--- config.mk ---
export PLATFORM = sky130hd
export DESIGN_NAME = reflet_bus_initiator
export DESIGN_NICKNAME = d
export VERILOG_FILES = /design/src/rtl/reflet_bus_initiator.sv
export SDC_FILE = /design/constraint.sdc
export NUM_CORES = 1
export LEC_CHECK = 0
export ABC_CLOCK_PERIOD_IN_PS = 2400
export BUFFER_PORTS_ARGS = -buffer_cell sky130_fd_sc_hd__buf_2
export CAP_MARGIN = 20
export CORE_MARGIN = 2
export CORE_UTILIZATION = 53
export CTS_BUF_LIST = sky130_fd_sc_hd__clkbuf_8
export CTS_CLUSTER_SIZE = 14
export DETAILED_ROUTE_END_ITERATION = 10
export GPL_TIMING_DRIVEN = 0
export PLACE_DENSITY = 0.87
export SYNTH_ARGS = -nofsm -noshare
export SYNTH_HDL_FRONTEND = slang
export SYNTH_SLANG_ARGS = --single-unit
--- constraint.sdc ---
create_clock -name clk -period 2.4 [get_ports clk]
set_clock_uncertainty 0.15 [all_clocks]
set_input_delay 0.12 -clock clk [delete_from_list [all_inputs] [get_ports clk]]
set_output_delay 0.12 -clock clk [all_outputs]
set_load 0.005 [all_outputs]
--- src/rtl/reflet_bus_initiator.sv ---
// reflet_bus_initiator
// Turns byte-burst commands into single-byte accesses on a simple
// peripheral bus (enable / address / write strobe / data in / data out).
// Writes take two cycles per byte and reads take three. Every bus-facing
// output and every handshake flag comes straight from a register.
module reflet_bus_initiator #(
    parameter int base_addr_size = 16,
    parameter int len_size       = 4
) (
    input  logic                      clk,
    input  logic                      reset,
    input  logic                      cmd_valid,
    output logic                      cmd_ready,
    input  logic                      cmd_write,
    input  logic [base_addr_size-1:0] cmd_addr,
    input  logic [len_size-1:0]       cmd_len,
    input  logic                      wr_valid,
    output logic                      wr_ready,
    input  logic [7:0]                wr_data,
    output logic                      rsp_valid,
    input  logic                      rsp_ready,
    output logic [7:0]                rsp_data,
    output logic                      busy,
    output logic                      bus_enable,
    output logic [base_addr_size-1:0] bus_addr,
    output logic [7:0]                bus_wdata,
    input  logic [7:0]                bus_rdata,
    output logic                      bus_write_en
);

    typedef enum logic [2:0] {
        S_IDLE,
        S_WDATA,
        S_WSTROBE,
        S_RADDR,
        S_RCAPTURE,
        S_RHOLD
    } state_t;

    // Output flags that are a pure function of the state. They are
    // registered together with the state so they never glitch.
    typedef struct packed {
        logic cmd_ready;
        logic wr_ready;
        logic rsp_valid;
        logic busy;
        logic bus_enable;
        logic bus_write_en;
    } flags_t;

    localparam logic [base_addr_size-1:0] ADDR_ONE  = {{(base_addr_size-1){1'b0}}, 1'b1};
    localparam logic [len_size-1:0]       COUNT_ONE = {{(len_size-1){1'b0}}, 1'b1};

    state_t                      r_state;
    flags_t                      r_flags;
    logic [base_addr_size-1:0]   r_addr;
    logic [len_size-1:0]         r_count;
    logic [7:0]                  r_wdata;
    logic [7:0]                  r_rsp_data;

    // Flag values to present while sitting in state s.
    function automatic flags_t flags_for(state_t s);
        flags_t f;
        f = '0;
        case (s)
            S_IDLE: begin
                f.cmd_ready = 1'b1;
            end
            S_WDATA: begin
                f.wr_ready = 1'b1;
                f.busy     = 1'b1;
            end
            S_WSTROBE: begin
                f.busy         = 1'b1;
                f.bus_enable   = 1'b1;
                f.bus_write_en = 1'b1;
            end
            S_RADDR, S_RCAPTURE: begin
                f.busy       = 1'b1;
                f.bus_enable = 1'b1;
            end
            S_RHOLD: begin
                f.busy      = 1'b1;
                f.rsp_valid = 1'b1;
            end
            default: f = '0;
        endcase
        return f;
    endfunction

    // Burst sequencer: state, output flags, address/count and data registers.
    // NOTE: every register here is written with non-blocking assignments so
    // all of them update together from the values seen before the edge.
    always_ff @(posedge clk) begin
        if (!reset) begin
            r_state    <= S_IDLE;
            r_flags    <= flags_for(S_IDLE);
            // NOTE: the data registers are cleared as well so the bus address,
            // write data and read data are defined right after reset.
            r_addr     <= '0;
            r_count    <= '0;
            r_wdata    <= '0;
            r_rsp_data <= '0;
        end else begin
            case (r_state)
                S_IDLE: begin
                    if (cmd_valid) begin
                        r_addr  <= cmd_addr;
                        r_count <= cmd_len;
                        if (cmd_write) begin
                            r_state <= S_WDATA;
                            r_flags <= flags_for(S_WDATA);
                        end else begin
                            r_state <= S_RADDR;
                            r_flags <= flags_for(S_RADDR);
                        end
                    end
                end
                S_WDATA: begin
                    if (wr_valid) begin
                        r_wdata <= wr_data;
                        r_state <= S_WSTROBE;
                        r_flags <= flags_for(S_WSTROBE);
                    end
                end
                S_WSTROBE: begin
                    if (r_count == '0) begin
                        r_state <= S_IDLE;
                        r_flags <= flags_for(S_IDLE);
                    end else begin
                        r_addr  <= r_addr + ADDR_ONE;
                        r_count <= r_count - COUNT_ONE;
                        r_state <= S_WDATA;
                        r_flags <= flags_for(S_WDATA);
                    end
                end
                S_RADDR: begin
                    r_state <= S_RCAPTURE;
                    r_flags <= flags_for(S_RCAPTURE);
                end
                S_RCAPTURE: begin
                    r_rsp_data <= bus_rdata;
                    r_state    <= S_RHOLD;
                    r_flags    <= flags_for(S_RHOLD);
                end
                S_RHOLD: begin
                    if (rsp_ready) begin
                        if (r_count == '0) begin
                            r_state <= S_IDLE;
                            r_flags <= flags_for(S_IDLE);
                        end else begin
                            r_addr  <= r_addr + ADDR_ONE;
                            r_count <= r_count - COUNT_ONE;
                            r_state <= S_RADDR;
                            r_flags <= flags_for(S_RADDR);
                        end
                    end
                end
                default: begin
                    r_state <= S_IDLE;
                    r_flags <= flags_for(S_IDLE);
                end
            endcase
        end
    end

    assign cmd_ready    = r_flags.cmd_ready;
    assign wr_ready     = r_flags.wr_ready;
    assign rsp_valid    = r_flags.rsp_valid;
    assign busy         = r_flags.busy;
    assign bus_enable   = r_flags.bus_enable;
    assign bus_write_en = r_flags.bus_write_en;
    assign bus_addr     = r_addr;
    assign bus_wdata    = r_wdata;
    assign rsp_data     = r_rsp_data;

endmodule

# Word-level counts from Yosys, hierarchy flattened
# Cells that the tools add are included.
[op_classes] add_sub_neg=2 eq_ne=8 n_mux=22 n_reduce_logical=6
[ops] op="$mux 16" n=3
[ops] op="$pmux 16 s3" n=1
[ops] op="$pmux 6 s6" n=1
[ops] op="$mux 6" n=5
[ops] op="$pmux 3 s6" n=1
[ops] op="$add 16x1->16 const B" n=1
[ops] op="$mux 4" n=3
[ops] op="$pmux 4 s3" n=1
[ops] op="$mux 3" n=3
[ops] op="$eq 3x2->1 const B" n=2
[ops] op="$eq 3x3->1 const B" n=2
[ops] op="$ne 2x2->1 const B" n=3
[ops] op="$reduce_and 3->1" n=2
[ops] op="$mux 5" n=1
[ops] op="$logic_not 4->1" n=1
[ops] op="$mux 2" n=2
[ops] op="$sub 4x1->4 const B" n=1
[ops] op="$eq 3x1->1 const B" n=1
[ops] op="$logic_not 3->1" n=1
[ops] op="$reduce_bool 3->1" n=1
[ops] op="$reduce_and 2->1" n=1
[ops] op="$mux 1" n=1
[word_totals] register_bits=45 input_bits=42 out_inout_bits=38 wordCells=49

# Depth between registers and ports, before layout
# Gate-level depths: netlist of run 1.
[depth] ltp_word=4 ltp_mapped=7 mapped_depth_nobuf=6

# Least setup slack after synthesis of run 1
# No wires, ideal clock.
[synth_timing] kind="flip-flop to flip-flop" startpoint="reg r_count[0]" endpoint="reg r_addr[12] (netlist: bus_addr[12])" t_arrival_ns=1.666 required_time_ns=2.119 setup_slack_ns=0.453 stages_incl_launch_ff=8 path_cell_list="dfxtp_1 > inv_1 > ha_1 > nor3b_1 > clkbuf_1 > or4_1 > a21oi_1 > o32ai_1"
[synth_via] elab_chain_cells=4
[synth_lines] element="start: declaration" line_no="57" source="logic [len_size-1:0] r_count;"
[synth_lines] element="start signal: assignment" line_no="109" source="r_count <= cmd_len;"
[synth_lines] element="start signal: assignment" line_no="132" source="r_count <= r_count - COUNT_ONE;"
[synth_lines] element="start signal: assignment" line_no="153" source="r_count <= r_count - COUNT_ONE;"
[synth_lines] element="$logic_not 4->1 *" line_no="127, 148"
[synth_lines] element="$mux 16 *"
[synth_lines] element="$mux 16"
[synth_lines] element="$pmux 16 s3 *"
[synth_lines] element="end signal: assignment" line_no="108" source="r_addr <= cmd_addr;"
[synth_lines] element="end signal: assignment" line_no="131" source="r_addr <= r_addr + ADDR_ONE;"
[synth_lines] element="end signal: assignment" line_no="152" source="r_addr <= r_addr + ADDR_ONE;"
[synth_lines] element="end: declaration" line_no="56" source="logic [base_addr_size-1:0] r_addr;"
# Every way passes the cells marked *; elsewhere a longest branch is shown, timed or not. The select of a mux whose other input is x is not followed.
# A chain may end at the register's enable or synchronous reset.

# Worst setup path in the final report of run 1
[layout_timing] startpoint="reg r_count[0]" endpoint="reg r_addr[3] (netlist: bus_addr[3])"
# Same word-level chain as after synthesis.

==> implementation parameters, run 1 <==
Parameter                              Value

Setup path
  Master of the slowest instance on the critical path ... sky130_fd_sc_hd__nor3b_1
  Crit path arrival time ... 2330 ps
  Largest driver fanout on the critical path ... 10
  FF-to-FF path depth ... 7
  Path type of the worst setup path ... reg2reg
  CP Buf/Inv Count ... 2
  Critical path destination ... bus_addr[3]
  Crit. End Element ... flop
  Worst Setup Start Kind ... flop
  Cell-by-cell trace of the critical path ... inv_1 -> ha_1 -> nor3b_1 -> clkbuf_2 -> o21ai_2 -> nand2_1 -> o32ai_1
  Launching element of the worst setup path ... r_count[0]
  Endpoint of the worst register-to-register path ... bus_addr[3]
  R2R setup slack ... 100 ps
  Required time of the critical path ... 2430 ps
  Delay-heaviest family, CP ... simple AND/OR/NAND/NOR gates
  WP depth ... 7
  Largest stage delay, worst path ... 430 ps
  Source of the worst register-to-register timing path ... r_count[0]

CTS
  Clock-pin slew on the worst setup and hold paths ... 90 ps
  Post CTS Setup Buffer Count ... 0
  Latest clock arrival within the worst-skew pair ... 310 ps
  Number of clock sinks seen by CTS ... 45
  Maximum clock insertion buffer count ... 2
  Htree depth ... 2
  Clock root cell ... sky130_fd_sc_hd__clkbuf_8
  CTS tree ... built
  Number of buffers created by CTS ... 5

Placed design
  Post-DP Area ... 0.00293 mm2
  Count of buffers inserted at the top-level ports ... 78
  Post-DP HPWL ... 5.17 mm
  GPL Wtd Cong ... 0.898

STA
  Final period util ... 96.0%
  Least-Margin Pin Slew ... 605 ps
  Final Max Slew Viols ... 0
  WHS ... 1.44 ps
  Final count of hold timing violations ... 0
  Sum Neg Setup Slack ... 0 ps
  Crit path time final ... 2300 ps
  RSZ-0062 raised after global routing ... no
  Max Clock Freq ... 0.434 GHz
  # setup viols final ... 0
  Tightest slew margin relative to the limit ... 59.6%

Synthesis
  Synth warn ... 0
  EDFF count, synth ... 0
  Most used standard cells in the synthesized netlist ... sky130_fd_sc_hd__dfxtp_1, sky130_fd_sc_hd__nand2_1, sky130_fd_sc_hd__a21oi_1
  Synthesized cell area ... 0.00247 mm2
  Top cells by area, synth ... sky130_fd_sc_hd__dfxtp_1, sky130_fd_sc_hd__mux2i_1, sky130_fd_sc_hd__a21oi_1
  Portion of the post-synthesis area used by sequential elements ... 36.4%
  Dominant cell type by area after synthesis ... sky130_fd_sc_hd__dfxtp_1
  Post-synthesis register bit count ... 45
  Gate count after technology mapping ... 290
  Mean area per synthesized cell ... 8.53 um2
  Number of unique standard cell types used by synthesis ... 58
  Net count after synthesis ... 334
  Ys async rst share ... 0%
  Most repeated cell in the gate-level netlist after synthesis ... sky130_fd_sc_hd__dfxtp_1
  Top-area cell type share of the netlist area ... 36.4%
  Main flop type after synthesis ... sky130_fd_sc_hd__dfxtp_1

Route
  DRC violations left ... 0
  Count of nets left with antenna violations after detail routing ... 0
  Final wirelength ... 7.73 mm
  First drt pass iteration count ... 5
  Via count ... 2,858
  Average detailed-routed wire length per instance ... 17.2 um
  Via density per instance ... 6.35
  Count of routing violations after the opening detailed-route iteration ... 254

Die
  Initial core utilization ... 56.0%
  Number of placement rows ... 24
  Vertical extent of the die ... 72.3 um
  Die extent in x ... 72.3 um
  Area of the die ... 0.00523 mm2
  Core region area ... 0.00441 mm2
  Top-level I/O count ... 80

Outcome
  Status ... complete, no violations

Layout
  Area added between synthesis and finish ... 32.4%
  Antenna fix cells ... 0
  Final Instance Area ... 0.00328 mm2
  NumNets Final ... 441
  Core Util, Final ... 74.2%
  Layout cells sized above 1 ... 28.1%

Min path
  Number of stages on the worst hold path ... 3
  Class of the most critical hold timing path ... in2reg

Power
  Total power ... 2.45 mW
  Max VDD drop ... 519 uV
  Static leakage ... 1.34 nW
  Power density over cell area ... 747 mW/mm2

GRT
  Wire length of the first global-routing pass ... 12.4 mm
  Maximum number of pins on one net before global-route repair ... 15
  Aggregate global-route resource usage ... 29.8%
  Leftover overflow at the end of global routing ... 0
  Via count of the first global-routing pass ... 2,678
  Initial antenna violation count ... 0

Job
  Max-cap violation count ... 0
cell type report:
| class | count | area [um2] |
|---|---|---|
| Clock buffer | 6 | 82.6 |
| Multi-Input combinational cell | 216 | 1450 |
| Clock inverter | 2 | 37.5 |
| Timing Repair Buffer | 100 | 611 |
| Fill cell | 347 | 1140 |
| Buffer | 22 | 106 |
| Tap cell | 52 | 65.1 |
| Sequential cell | 45 | 901 |
| Inverter | 7 | 26.3 |
metrics by stage:
step	std cells	setup WS, ps
after floorplan	290	453
after global placement	420	59.2
after detailed placement	420	10.2
after CTS	450	141
after global routing	450	15.2
final	450	96.5
routing by layer:
metal / share of wire (%) / global-route usage [%] / up-vias / wire length (um)
met5: 0 / 0 / - / 0
met4: 1.7 / 10.9 / 0 / 129
met3: 9.9 / 8.06 / 21 / 764
met2: 49 / 48.1 / 196 / 3780
met1: 40 / 38.1 / 1305 / 3060
li1: - / - / 1336 / -
power by group:
part           internal (mW)  switching, mW
registers              0.852          0.124
clock network          0.339          0.276
logic                  0.367          0.488
layout by cell type, fill, tap and decap left out, drive strengths merged, types with 8 or more instances in the layout:
cell,instances
a211oi,8
a21oi,24
buf,89
clkbuf,17
dfxtp,45
dlygate4sd3,22
mux2i,14
nand2,27
nand3,14
nor2,17
o21ai,15
o32ai,10
worst register-to-register path, stage by stage, from the launching register on:
cell	delay, ps
sky130_fd_sc_hd__dfxtp_1	340
sky130_fd_sc_hd__inv_1	80
sky130_fd_sc_hd__ha_1	210
sky130_fd_sc_hd__nor3b_1	430
sky130_fd_sc_hd__clkbuf_2	350
sky130_fd_sc_hd__o21ai_2	210
sky130_fd_sc_hd__nand2_1	290
sky130_fd_sc_hd__o32ai_1	130
logic make-up after synthesis:
kind of cell    count (synthesis)  synth area share [%]
buf+inv                        29                  5.31
fa+ha+maj                       2                  1.01
compound gates                 94                  27.6
simple gates                  104                  23.1
mux                            16                  6.58
flops                          45                  36.4
registers in the layout (all words and copies together) (netlist names):
register	count
rsp_data	8
bus_addr	16
r_count	4
r_state	3
wr_ready	1
bus_wdata	8
busy	1
bus_enable	1
rsp_valid	1
cmd_ready	1
bus_write_en	1
how the worst min path moves through the flow:
stage	slack, ps	start	endpoint
2_1_floorplan	110	bus_rdata[0]	rsp_data[0]
3_3_place_gp	200	wr_data[4]	bus_wdata[4]
3_5_place_dp	220	bus_rdata[4]	rsp_data[4]
4_1_cts	5	cmd_len[2]	r_count[2]
5_1_grt	10	cmd_addr[6]	bus_addr[6]
6_report	1	cmd_addr[6]	bus_addr[6]
what timing repair did:
action / in CTS / in global routing
gates resized for setup: 1 / 1
endpoints found under the setup margin: 9 / 1
endpoints found under the hold margin: 22 / 0
hold buffers: 22 / 0
Note: power is estimated with default switching activity, not from simulation.
==> run 2: changes to the inputs <==
--- a/config.mk
+++ b/config.mk
@@ -14,6 +14,7 @@
 export CTS_CLUSTER_SIZE = 14
 export DETAILED_ROUTE_END_ITERATION = 10
 export GPL_TIMING_DRIVEN = 0
+export HOLD_SLACK_MARGIN = 0.03
 export PLACE_DENSITY = 0.87
 export SYNTH_ARGS = -nofsm -noshare
 export SYNTH_HDL_FRONTEND = slang
==> run 2 against run 1 <==
  * Sequential share of layout area down 0.25 points
  * Clock power up 0.7%
  * Worst hold slack better by 27 ps
  * Cell count is 0.67% higher
  * Combinational power barely moved
  * Register-to-register slack is essentially flat
==> implementation parameters, run 2 (same netlist as run 1, synthesis figures left out) <==
Parameter                              Value

Outcome
  Status ... complete, no violations

Power
  Power density over cell area ... 742 mW/mm2
  Power dissipated by switching net loads ... 893 uW
  Relative contribution of the clock network to total power ... 25.2%
  Internal power of the cells ... 1.56 mW
  Part of the power in registers ... 39.8%
  Power share of the combinational group ... 35.0%
  Switching share of total power ... 36.4%
  Static leakage ... 1.35 nW
  Max VDD drop ... 521 uV

CTS
  Latest clock arrival within the worst-skew pair ... 310 ps
  Maximum clock insertion buffer count ... 2
  Clock-pin slew on the worst setup and hold paths ... 90 ps
  Htree depth ... 2
  CTS tree ... built
  Number of clock sinks seen by CTS ... 45
  Clock root cell ... sky130_fd_sc_hd__clkbuf_8
  Number of buffers created by CTS ... 5

Setup path
  Path type of the worst setup path ... reg2reg
  Crit path arrival time ... 2320 ps
  FF-to-FF path depth ... 7
  Largest driver fanout on the critical path ... 10
  Crit. End Element ... flop
  Worst Setup Start Kind ... flop
  Required time of the critical path ... 2430 ps
  R2R setup slack ... 110 ps

Layout
  Fillers ... 345
  Commonest cells after routing, fill and taps aside ... sky130_fd_sc_hd__buf_2, sky130_fd_sc_hd__dfxtp_1, sky130_fd_sc_hd__nand2_1, sky130_fd_sc_hd__dlygate4sd3_1, sky130_fd_sc_hd__a21oi_1
  NumNets Final ... 444
  Number of flip-flops under the largest register name ... 16
  Antenna fix cells ... 0
  Footprint of the multi-input gates ... 0.00145 mm2
  Area used by sequential logic in the layout ... 901 um2
  Most frequent standard cell in the layout excluding fill and tap cells ... sky130_fd_sc_hd__buf_2
  Count of placed standard cells in the final layout, fillers left out ... 453
  Layout cells sized above 1 ... 27.9%
  Area added between synthesis and finish ... 33.6%

Die
  Die extent in x ... 72.3 um
  Area of the die ... 0.00523 mm2
  Vertical extent of the die ... 72.3 um
  Core region area ... 0.00441 mm2
  Number of placement rows ... 24
  Top-level I/O count ... 80
  Initial core utilization ... 56.0%

STA
  Tightest slew margin relative to the limit ... 58.4%
  Least-Margin Pin Slew ... 624 ps
  Final count of hold timing violations ... 0
  # setup viols final ... 0
  RSZ-0062 raised after global routing ... no
  Final Max Slew Viols ... 0
  Max Clock Freq ... 0.437 GHz
  Final period util ... 95.4%
  Crit path time final ... 2290 ps
  Sum Neg Setup Slack ... 0 ps
  Setup WS post-layout ... 110 ps

GRT
  Maximum number of pins on one net before global-route repair ... 15
  Leftover overflow at the end of global routing ... 0
  Initial antenna violation count ... 0
  Wire length of the first global-routing pass ... 12.5 mm
  Via count of the first global-routing pass ... 2,694
  Aggregate global-route resource usage ... 30.0%

Route
  DRC violations left ... 0
  Via density per instance ... 6.28
  Average detailed-routed wire length per instance ... 17.2 um
  Count of routing violations after the opening detailed-route iteration ... 307
  First drt pass iteration count ... 5
  Final wirelength ... 7.79 mm
  Count of nets left with antenna violations after detail routing ... 0
  Via count ... 2,847

Placed design
  Place WS ... 10.2 ps
  Cell count after placement ... 420
  Count of buffers inserted at the top-level ports ... 78
  Post-DP HPWL ... 5.17 mm
  GPL Wtd Cong ... 0.898

Job
  Max-cap violation count ... 0

Min path
  Class of the most critical hold timing path ... in2reg
  Number of stages on the worst hold path ... 4
run 2: changes by cell type in the layout (fill, tap and decap cells not counted), sizes merged:
cell	delta
dlygate4sd3	+3
run 2: stage by stage:
stage	hold slack, ps	utilization, %	power [mW]	area (um2)
detailed placement	217	66.4	1.79	2930
finish	27.9	74.9	2.45	3310
floorplan	106	-	1.50	2470
CTS	31.8	74.8	2.42	3300
global placement	202	66.4	1.76	2930
global route	50.6	74.9	2.56	3310
run 2: area by class of cell:
type                    instances  share of cell area (%)
plain buffers                  22                    3.22
clock buffers                   6                    2.50
clock inverters                 2                    1.14
inverters                       7                   0.795
multi-input cells             216                    43.8
flip-flops and latches         45                    27.3
well taps                      52                    1.97
repair buffers                103                    19.4
run 2: final timing paths:
path                              startpoint            to
worst min register to register   rsp_data[6]   rsp_data[6]
worst min-delay path            cmd_addr[13]  bus_addr[13]
worst max-delay path              r_count[0]   bus_addr[3]
worst max register to register    r_count[0]   bus_addr[3]
run 2: routing by layer:
layer  GRT usage, %  routed length (um)
met1           38.4                3150
met2           48.8                3780
met3           7.92                 731
met4           10.3                 125
met5              0                   0
run 2: power by group through the flow:
stage | clock network [mW] | logic [mW] | registers, mW
floorplan | 0 | 0.532 | 0.972
global placement | 0 | 0.779 | 0.981
CTS | 0.613 | 0.837 | 0.969
global route | 0.645 | 0.927 | 0.991
finish | 0.619 | 0.858 | 0.977
detailed placement | 0 | 0.801 | 0.985
run 2: what timing repair did:
action | in CTS | in global routing
hold buffers | 25 | 0
endpoints found under the hold margin | 25 | 0
setup buffers | 0 | 0
gates cloned | 0 | 0
endpoints found under the setup margin | 9 | 1
gates resized for setup | 1 | 1
pin swaps | 0 | 0
run 2: worst max-delay path, stage by stage (launching register included):
cell and delay (ps):
sky130_fd_sc_hd__dfxtp_1 340, sky130_fd_sc_hd__inv_1 80, sky130_fd_sc_hd__ha_1 200, sky130_fd_sc_hd__nor3b_1 420
sky130_fd_sc_hd__clkbuf_2 350, sky130_fd_sc_hd__o21ai_2 200, sky130_fd_sc_hd__nand2_1 290, sky130_fd_sc_hd__o32ai_1 130
==> run 3: changes to the inputs <==
==> config.mk (replaced) <==
export PLATFORM = sky130hd
export DESIGN_NAME = reflet_bus_initiator
export DESIGN_NICKNAME = d
export VERILOG_FILES = /design/src/rtl/reflet_bus_initiator.sv
export SDC_FILE = /design/constraint.sdc
export NUM_CORES = 1
export LEC_CHECK = 0
export ABC_CLOCK_PERIOD_IN_PS = 2300
export BUFFER_PORTS_ARGS = -buffer_cell sky130_fd_sc_hd__buf_2
export CAP_MARGIN = 20
export CORE_MARGIN = 2
export CORE_UTILIZATION = 30
export CTS_BUF_LIST = sky130_fd_sc_hd__clkbuf_8
export CTS_CLUSTER_SIZE = 14
export DETAILED_ROUTE_END_ITERATION = 10
export GPL_TIMING_DRIVEN = 0
export HOLD_SLACK_MARGIN = 0.03
export PLACE_DENSITY = 0.56
export SKIP_CTS_REPAIR_TIMING = 1
export SYNTH_ARGS = -nofsm -noshare
export SYNTH_HDL_FRONTEND = slang
export SYNTH_SLANG_ARGS = --single-unit
==> constraint.sdc (replaced) <==
create_clock -name clk -period 2.3 [get_ports clk]
set_clock_uncertainty 0.15 [all_clocks]
set_input_delay 0.115 -clock clk [delete_from_list [all_inputs] [get_ports clk]]
set_output_delay 0.115 -clock clk [all_outputs]
set_load 0.005 [all_outputs]
==> run 3 against run 2 <==
  * Fmax grew 4.5%
  * Critical path depth is the same
  * Setup slack worse by 1.4 ps
  * Die area rose by 72%
  * Sequential share of layout area down 0.49 points
  * Core utilization fell by 33 points
  * Critical path type unchanged
==> implementation parameters, run 3 (same netlist as run 1, synthesis figures left out) <==
Parameter                              Value

STA
  Tightest slew margin relative to the limit ... 55.9%
  RSZ-0062 raised after global routing ... no
  Setup WS post-layout ... 109 ps
  Final count of hold timing violations ... 0
  Crit path time final ... 2190 ps
  Final period util ... 95.3%
  Final Max Slew Viols ... 0
  # setup viols final ... 0
  Least-Margin Pin Slew ... 662 ps
  Max Clock Freq ... 0.456 GHz

Route
  Wire length on met2 ... 3.57 mm
  Average detailed-routed wire length per instance ... 15.8 um
  Count of nets left with antenna violations after detail routing ... 0
  Top layer in use ... met4
  DRC violations left ... 0
  Final wirelength ... 7.95 mm
  Via count ... 2,669
  Via density per instance ... 5.30
  Amount of wire on met3 after detailed routing ... 607 um
  First drt pass iteration count ... 4
  Met1 wire length ... 3.69 mm
  Count of routing violations after the opening detailed-route iteration ... 127

Setup path
  Path type of the worst setup path ... reg2reg
  Largest stage delay, worst path ... 560 ps
  Delay-heaviest family, CP ... simple AND/OR/NAND/NOR gates
  Crit path arrival time ... 2220 ps
  R2R setup slack ... 110 ps
  Required time of the critical path ... 2330 ps
  Crit. End Element ... flop
  Largest driver fanout on the critical path ... 10
  Worst Setup Start Kind ... flop
  Master of the slowest instance on the critical path ... sky130_fd_sc_hd__or4_1
  Cell-by-cell trace of the critical path ... inv_1 -> ha_1 -> nor3b_2 -> clkbuf_2 -> or4_1 -> a21oi_1 -> o32ai_1
  CP Buf/Inv Count ... 2

Power
  Static leakage ... 1.35 nW
  Max VDD drop ... 254 uV
  Power density over cell area ... 759 mW/mm2
  Total power ... 2.55 mW

CTS
  Number of clock sinks seen by CTS ... 45
  CTS tree ... built
  Clock root cell ... sky130_fd_sc_hd__clkbuf_8
  Htree depth ... 2
  Maximum clock insertion buffer count ... 2
  Clock-pin slew on the worst setup and hold paths ... 90 ps
  Latest clock arrival within the worst-skew pair ... 300 ps
  Number of buffers created by CTS ... 5

Layout
  Area added between synthesis and finish ... 36.1%
  Antenna fix cells ... 0
  NumNets Final ... 442
  Layout cells sized above 1 ... 28.8%
  Fillers ... 855
  Commonest cells after routing, fill and taps aside ... sky130_fd_sc_hd__buf_2, sky130_fd_sc_hd__dfxtp_1, sky130_fd_sc_hd__nand2_1, sky130_fd_sc_hd__a21oi_1, sky130_fd_sc_hd__dlygate4sd3_1
  Most frequent standard cell in the layout excluding fill and tap cells ... sky130_fd_sc_hd__buf_2
  Count of placed standard cells in the final layout, fillers left out ... 504
  Number of flip-flops under the largest register name ... 16

GRT
  Maximum number of pins on one net before global-route repair ... 15
  Initial antenna violation count ... 0
  Aggregate global-route resource usage ... 16.9%
  Wire length of the first global-routing pass ... 11.8 mm
  Leftover overflow at the end of global routing ... 0
  Via count of the first global-routing pass ... 2,286

Placed design
  Cell count after placement ... 473
  Post-DP HPWL ... 5.60 mm
  GPL Wtd Cong ... 0.847
  Place WS ... -215 ps
  Count of buffers inserted at the top-level ports ... 78

Die
  Initial core utilization ... 30.6%
  Top-level I/O count ... 80
  Core region area ... 0.00809 mm2
  Number of placement rows ... 33
  Area of the die ... 0.00899 mm2
  Vertical extent of the die ... 94.8 um
  Die extent in x ... 94.8 um

Outcome
  Status ... complete, no violations

Min path
  Class of the most critical hold timing path ... in2reg

Job
  Max-cap violation count ... 0
## run 3: changes by cell type in the layout (fill, tap and decap cells not counted)
cell	before	now
sky130_fd_sc_hd__nand2_2	1	2
sky130_fd_sc_hd__nor3b_1	1	0
sky130_fd_sc_hd__dlygate4sd3_1	25	23
sky130_fd_sc_hd__nor3b_2	1	2
sky130_fd_sc_hd__buf_4	1	2
sky130_fd_sc_hd__a21oi_1	24	23
sky130_fd_sc_hd__buf_2	87	86
sky130_fd_sc_hd__a21oi_2	0	1
sky130_fd_sc_hd__nand2_1	26	25
## run 3: cell type report
class                   instances  area (um2)  area share (%)
clock buffers                   6        82.6            2.45
repair buffers                101         621            18.4
clock inverters                 2        37.5            1.12
plain buffers                  22         109            3.23
multi-input cells             216        1460            43.3
inverters                       7        26.3           0.781
flip-flops and latches         45         901            26.8
well taps                     105         131            3.90
## run 3: final timing paths
kind	from	to	cells after the start
worst min-delay path	cmd_addr[6]	bus_addr[6]	3
worst max-delay path	r_count[0]	bus_addr[12]	7
worst min register to register	wr_ready	wr_ready	2
worst max register to register	r_count[0]	bus_addr[12]	7
## run 3: worst min-delay path: stages
cell and delay [ps]:
sky130_fd_sc_hd__buf_2 100, sky130_fd_sc_hd__mux2i_1 120, sky130_fd_sc_hd__a211oi_1 80
## run 3: per-stage QoR
stage          hold WS [ps]  area, um2  setup TNS [ps]  util, %
3_5_place_dp            210       3000           -2380     37.0
3_3_place_gp            200       3000           -2330     37.0
4_1_cts                -121       3120           -2770     38.5
2_1_floorplan           101       2470               0        -
6_report               8.07       3370               0     41.6
5_1_grt                37.6       3370               0     41.6
## run 3: per-layer routing
layer / vias up / GRT usage [%]
met5: - / 0
met4: 0 / 4.83
met3: 7 / 3.59
met2: 108 / 26.4
met1: 1222 / 23.5
li1: 1332 / -
## run 3: power breakdown
group,switching (mW),internal (mW)
Clock,0.288,0.354
Combinational,0.504,0.390
Sequential,0.129,0.889
Total,0.921,1.63
